<file path="src/rtl/smart_cargo_scan_ctrl.sv">
// SCAN-scheduling lift movement controller for N floors: pending-stop bitmap,
// direction-preserving stop selection, emergency hold and a latched travel/sensor fault.
module smart_cargo_scan_ctrl #(
  parameter int N_FLOORS     = 4,
  parameter int FLOOR_W      = 2,
  parameter int DWELL_CYCLES = 100000000,
  parameter int TRAVEL_MAX   = 250000000
) (
  input  logic                clock,
  input  logic                reset,
  input  logic                req_valid,
  input  logic [FLOOR_W-1:0]  req_floor,
  input  logic [N_FLOORS-1:0] sensores,
  input  logic                emergencia,
  output logic                motorSubindo,
  output logic                motorDescendo,
  output logic                porta_aberta,
  output logic [FLOOR_W-1:0]  andarAtual,
  output logic [FLOOR_W-1:0]  proxParada,
  output logic [N_FLOORS-1:0] pendentes,
  output logic                falha,
  output logic [2:0]          db_estado
);

  typedef enum logic [2:0] {
    INIT = 3'd0, IDLE = 3'd1, SUBINDO = 3'd2, DESCENDO = 3'd3,
    PARADO = 3'd4, EMERG = 3'd5, FALHA = 3'd6
  } state_t;

  localparam int DW = $clog2(DWELL_CYCLES + 1);
  localparam int TW = $clog2(TRAVEL_MAX + 1);

  state_t              state, state_n;
  logic [N_FLOORS-1:0] s1, s2, s3;
  logic [DW-1:0]       dwell, dwell_n;
  logic [TW-1:0]       travel, travel_n;
  logic                dir_up, dir_n;
  logic [FLOOR_W-1:0]  cur_n, prox_n;
  logic [N_FLOORS-1:0] set_mask, clr_mask, pend_set;
  logic [N_FLOORS-1:0] edge_v, cur_oh, req_oh, above, below;
  logic [FLOOR_W-1:0]  up_tgt, dn_tgt, idle_tgt, edge_f, sens_f;
  logic                any_s, multi, has_above, has_below, pend_at_cur, go_up;
  logic                req_ok, motor_on, wd_trip;

  // Lowest set bit index; callers only rely on it when the vector is one-hot.
  function automatic logic [FLOOR_W-1:0] enc(input logic [N_FLOORS-1:0] v);
    enc = '0;
    for (int i = N_FLOORS - 1; i >= 0; i--)
      if (v[i]) enc = FLOOR_W'(i);
  endfunction

  assign edge_v      = s2 & ~s3;
  assign any_s       = |s2;
  assign multi       = |(s2 & (s2 - N_FLOORS'(1)));
  assign edge_f      = enc(edge_v);
  assign sens_f      = enc(s2);
  assign cur_oh      = N_FLOORS'(1) << andarAtual;
  assign req_ok      = int'(req_floor) < N_FLOORS;
  assign req_oh      = req_ok ? (N_FLOORS'(1) << req_floor) : '0;
  assign pend_at_cur = |(pendentes & cur_oh);
  assign motor_on    = motorSubindo | motorDescendo;
  assign wd_trip     = motor_on && !(|edge_v) && (travel == TW'(TRAVEL_MAX - 1));

  always_comb begin
    above  = '0;
    below  = '0;
    up_tgt = andarAtual;
    dn_tgt = andarAtual;
    for (int i = 0; i < N_FLOORS; i++) begin
      above[i] = pendentes[i] && (i > int'(andarAtual));
      below[i] = pendentes[i] && (i < int'(andarAtual));
    end
    for (int i = N_FLOORS - 1; i >= 0; i--)
      if (above[i]) up_tgt = FLOOR_W'(i);
    for (int i = 0; i < N_FLOORS; i++)
      if (below[i]) dn_tgt = FLOOR_W'(i);
  end

  assign has_above = |above;
  assign has_below = |below;
  // Keep heading the same way while it still has work, otherwise reverse.
  assign go_up     = dir_up ? has_above : !has_below;
  assign idle_tgt  = go_up ? up_tgt : dn_tgt;

  always_comb begin
    prox_n = andarAtual;
    if (pendentes != '0) begin
      case (state)
        SUBINDO:  prox_n = has_above ? up_tgt : andarAtual;
        DESCENDO: prox_n = has_below ? dn_tgt : andarAtual;
        default:  prox_n = pend_at_cur ? andarAtual : idle_tgt;
      endcase
    end
  end

  always_comb begin
    set_mask = '0;
    if (req_valid && state != FALHA && !(state == PARADO && req_floor == andarAtual))
      set_mask = req_oh;
    pend_set = pendentes | set_mask;
    state_n  = state;
    cur_n    = andarAtual;
    clr_mask = '0;
    dir_n    = dir_up;
    dwell_n  = '0;
    travel_n = (motor_on && !(|edge_v)) ? travel + TW'(1) : '0;
    case (state)
      INIT:
        if (any_s && !multi) begin
          cur_n   = sens_f;
          state_n = IDLE;
        end
      IDLE:
        if (pendentes != '0) begin
          if (pend_at_cur) begin
            clr_mask = cur_oh;
            state_n  = PARADO;
          end else begin
            dir_n   = go_up;
            state_n = go_up ? SUBINDO : DESCENDO;
          end
        end
      SUBINDO, DESCENDO:
        if (|edge_v) begin
          cur_n = edge_f;
          // A request landing on the arrival edge is served by this stop.
          if (|(pend_set & edge_v)) begin
            clr_mask = edge_v;
            state_n  = PARADO;
          end
        end
      PARADO:
        if (dwell == DW'(DWELL_CYCLES - 1)) state_n = IDLE;
        else dwell_n = dwell + DW'(1);
      EMERG:
        if (!emergencia) state_n = any_s ? IDLE : INIT;
      default: ;
    endcase
    if (emergencia && state inside {INIT, IDLE, SUBINDO, DESCENDO, PARADO}) begin
      state_n  = EMERG;
      clr_mask = '0;
      dwell_n  = '0;
    end
    if (state != FALHA && (multi || wd_trip)) begin
      state_n  = FALHA;
      clr_mask = '0;
      dwell_n  = '0;
    end
  end

  always_ff @(posedge clock or negedge reset) begin
    if (!reset) begin
      state         <= INIT;
      s1            <= '0;
      s2            <= '0;
      s3            <= '0;
      andarAtual    <= '0;
      proxParada    <= '0;
      pendentes     <= '0;
      dwell         <= '0;
      travel        <= '0;
      dir_up        <= 1'b1;
      motorSubindo  <= 1'b0;
      motorDescendo <= 1'b0;
      porta_aberta  <= 1'b0;
    end else begin
      state         <= state_n;
      s1            <= sensores;
      s2            <= s1;
      s3            <= s2;
      andarAtual    <= cur_n;
      proxParada    <= prox_n;
      pendentes     <= pend_set & ~clr_mask;
      dwell         <= dwell_n;
      travel        <= travel_n;
      dir_up        <= dir_n;
      motorSubindo  <= (state_n == SUBINDO);
      motorDescendo <= (state_n == DESCENDO) || (state_n == INIT && !any_s);
      porta_aberta  <= (state_n == PARADO);
    end
  end

  assign falha     = (state == FALHA);
  assign db_estado = state;

endmodule

</file>
<file path="config.mk">
export PLATFORM = sky130hd
export DESIGN_NAME = smart_cargo_scan_ctrl
export DESIGN_NICKNAME = d
export VERILOG_FILES = /design/src/rtl/smart_cargo_scan_ctrl.sv
export SDC_FILE = /design/constraint.sdc
export NUM_CORES = 1
export LEC_CHECK = 0
export BUFFER_PORTS_ARGS = -buffer_cell sky130_fd_sc_hd__buf_2
export CORE_UTILIZATION = 35
export CTS_BUF_LIST = sky130_fd_sc_hd__clkbuf_8
export DETAILED_ROUTE_END_ITERATION = 10
export GPL_TIMING_DRIVEN = 0
export SLEW_MARGIN = 20
export SYNTH_ARGS = -nofsm -noshare
export SYNTH_HDL_FRONTEND = slang
export SYNTH_SLANG_ARGS = --single-unit
</file>
<file path="constraint.sdc">
create_clock -name clock -period 2.2 [get_ports clock]
set_input_delay 0.11 -clock clock [delete_from_list [all_inputs] [get_ports clock]]
set_output_delay 0.11 -clock clock [all_outputs]
set_load 0.005 [all_outputs]
</file>
==> reports/qor.yml <==
clock_network:
  cts-buffers-inserted: 9
  clk_pin_slew_ns: 0.09
  clock-sinks: 82
  clk_path_buf_depth: 2
  cts_tree: "done"
  cts.htree.levels: 3
  cts_root_buf: "clkbuf_8"
  clock_latency_ns: 0.37
synthesis:
  async_reset_ff_frac: 1.00
  synth_nets: 469
  synth_seq_area_share: 0.482
  synthTopCellsByArea: "dfrtp_1 (48%), xor2_1 (6.8%), nor2_1 (6.5%), nand2_1 (3.0%), a21oi_1 (2.9%)"
  synth.most_common_cell: "dfrtp_1"
  ys_warn_count: 0
  synth_ff_type: "dfrtp_1"
  synth_cell_types: 61
  synth_top_area_frac: 0.476
  yosys-top-cells-count: "dfrtp_1 (81), nor2_1 (74), nand2_1 (34)"
  synth.cell_area_mm2: 0.00426
  synthCells: 457
  synth_top_area_cell: "dfrtp_1"
  synth-edff-count: 0
  syn_avg_cell_area_um2: 9.32
  ys_seq_elements: 82
sta:
  worst_slew_pin_slew_ns: 0.521
  period_needed_ns: 2.25
  setup_violations: 27
  hold_viol: 0
  period_share: 1.02
  slew_headroom: 0.650
  rsz0062_at_grt: "true"
  worst_slack_ns: -0.0484
  max_freq_ghz: 0.445
  skew_ns: 0.0155
  final-max-slew-violation-count: 0
layout:
  layout-drive-gt1-share: 0.248
  multi_input_area_mm2: 0.00228
  n_antenna_cell: 0
  final_nets: 531
  post-route-util: 0.452
  stdcell_area_mm2: 0.00527
  area_delta_synth_final_pct: 23.8
  stdcell_count: 667
  ff_latch_area_mm2: 0.00206
  fillers: 1128
critical_path:
  rr_worst_depth: 7
  path_buf_inv: 1
  slowest_stage: "or4b_4"
  start_kind: "flop"
  cpPeakStageDelay_ns: 0.56
  regToRegSetupSlack_ns: -0.05
  worstPathArrival_ns: 2.50
  r2r-end: "dwell[14]"
  crit_path_max_fanout: 8
  cpLargestDelayFamily: "simple AND/OR/NAND/NOR gates"
  cp_cell_sequence: "or4b_4 -> nor4_4 -> nand4_1 -> o311a_1 -> nand3_4 -> buf_6 -> nor2_1"
  end_kind: "flop"
  required_ns: 2.45
  regToRegStartpoint: "travel[14]"
  crit_type: "reg2reg"
grt:
  grt_first_pass_wirelength_mm: 16.5
  grt_max_degree: 59
  grt-ovfl-total: 0
  grt_pass1_vias: 3473
  grt_usage: 0.166
  antenna_found_initial: 0
min_path:
  min-delay-start: "req_floor[0]"
  min_path_cells: 3
  holdCritPathClass: "in2reg"
  whs_endpoint: "pendentes[3]"
floorplan:
  die_height_um: 112
  initial_core_util: 0.365
  rows: 39
  die_w_um: 112
  dieArea_mm2: 0.0126
  core_area_mm2: 0.0117
  ioPinCount: 25
job:
  cap_violations: 0
power_and_ir_drop:
  p_per_area_mw_per_mm2: 544
  vdd_drop_max_v: 0.000254
  p_leak_uw: 0.00214
  p_total_uw: 2870
route:
  avgRoutedWirePerCell_um: 14.5
  via_per_inst: 5.32
  route.vias.total: 3546
  ant_nets: 0
  wl_mm: 9.66
  firstDrtPassIters: 8
  remaining_drc_errors: 3
  drt_iter0_markers: 273
placement:
  hpwlAfterDp_mm: 6.43
  place_inst: 625
  gp_congestion: 0.868
  place_area_mm2: 0.00460
  numPortBuffers: 24
status:
  status: "finished, violations left"
  violations: "design-rule violations, negative setup slack"
power by group:
part           switching, µW  internal, µW
Sequential              8.87          1520
Clock                    581           672
Combinational           58.7          32.2
registers in the layout, indices dropped and copies added, names as in the netlist:
name / count
andarAtual: 2
db_estado: 3
dir_up: 1
dwell: 27
motorDescendo: 1
motorSubindo: 1
pendentes: 4
porta_aberta: 1
proxParada: 2
s1: 4
s2: 4
s3: 4
travel: 28
final cells by class:
cell class                 count  area share
buffer                        14      0.0164
clock buffer                  10      0.0261
clock inverter                 6      0.0168
inverter                      12     0.00854
multi-input combinational    345       0.433
sequential                    82       0.391
tap                          143      0.0339
timing repair buffer          55      0.0750
layout by cell type (no fill, tap or decap), drive strengths merged, types with 8 or more instances in the layout:
master and instances:
nor3 8, nand3 24, nand2 34, xor2 33, inv 13, o21ai 15, nor2b 8, a21oi 25
nor2 74, nand2b 8, or3 13, xnor2 13, nand4 13, clkbuf 20, dfrtp 81, and3 8
buf 54
kinds of logic after synthesis:
| kind of cell | share of synthesized area |
|---|---|
| fa+ha+maj | 0.00822 |
| flops | 0.482 |
| mux | 0.0197 |
| simple gates | 0.255 |
| buf+inv | 0.0305 |
| xor+xnor | 0.0946 |
| compound gates | 0.110 |
metrics by stage:
| step | TNS [ns] | setup WS (ns) | hold WS [ns] |
|---|---|---|---|
| 6_report | -0.940 | -0.0484 | 0.0724 |
| 5_1_grt | -4.75 | -0.173 | 0.105 |
| 4_1_cts | -1.86 | -0.0946 | 0.0406 |
| 3_5_place_dp | -9.79 | -0.309 | 0.0484 |
| 3_3_place_gp | -8.40 | -0.314 | 0.221 |
| 2_1_floorplan | -0.000275 | -0.000275 | -0.186 |
worst reg2reg max path, delay by kind of cell (launching register included):
| kind | cells | cell delay (ns) |
|---|---|---|
| buffers and inverters | 1 | 0.16 |
| DFF | 1 | 0.42 |
| and+or+nand+nor | 5 | 1.19 |
| AOI/OAI and AO/OA | 1 | 0.37 |
repair_timing:
action,in CTS,in global routing
gates resized for setup,33,39
buffers inserted,11,12
cloned,1,1
hold endpoints to repair,28,0
pin swaps,11,9
setup endpoints to repair,60,54
hold buffers,5,0
routing by layer:
layer / GRT usage / wire length (µm) / vias to the layer above
li1: - / - / 1718
met1: 0.219 / 4670 / 1737
met2: 0.257 / 4500 / 77
met3: 0.0454 / 340 / 14
met4: 0.0702 / 146 / 0
met5: 0 / 0 / -
worst max-delay path by stage:
stage,from,endpoint,slack [ns],cells after the start
floorplan,pendentes[3],motorDescendo,-0.0003,8
global placement,travel[14],dwell[9],-0.31,7
detailed placement,db_estado[0],porta_aberta,-0.31,8
CTS,travel[14],dwell[15],-0.09,7
global route,travel[14],pendentes[3],-0.17,6
finish,travel[14],dwell[14],-0.05,7
(Power assumes the default switching activity.)
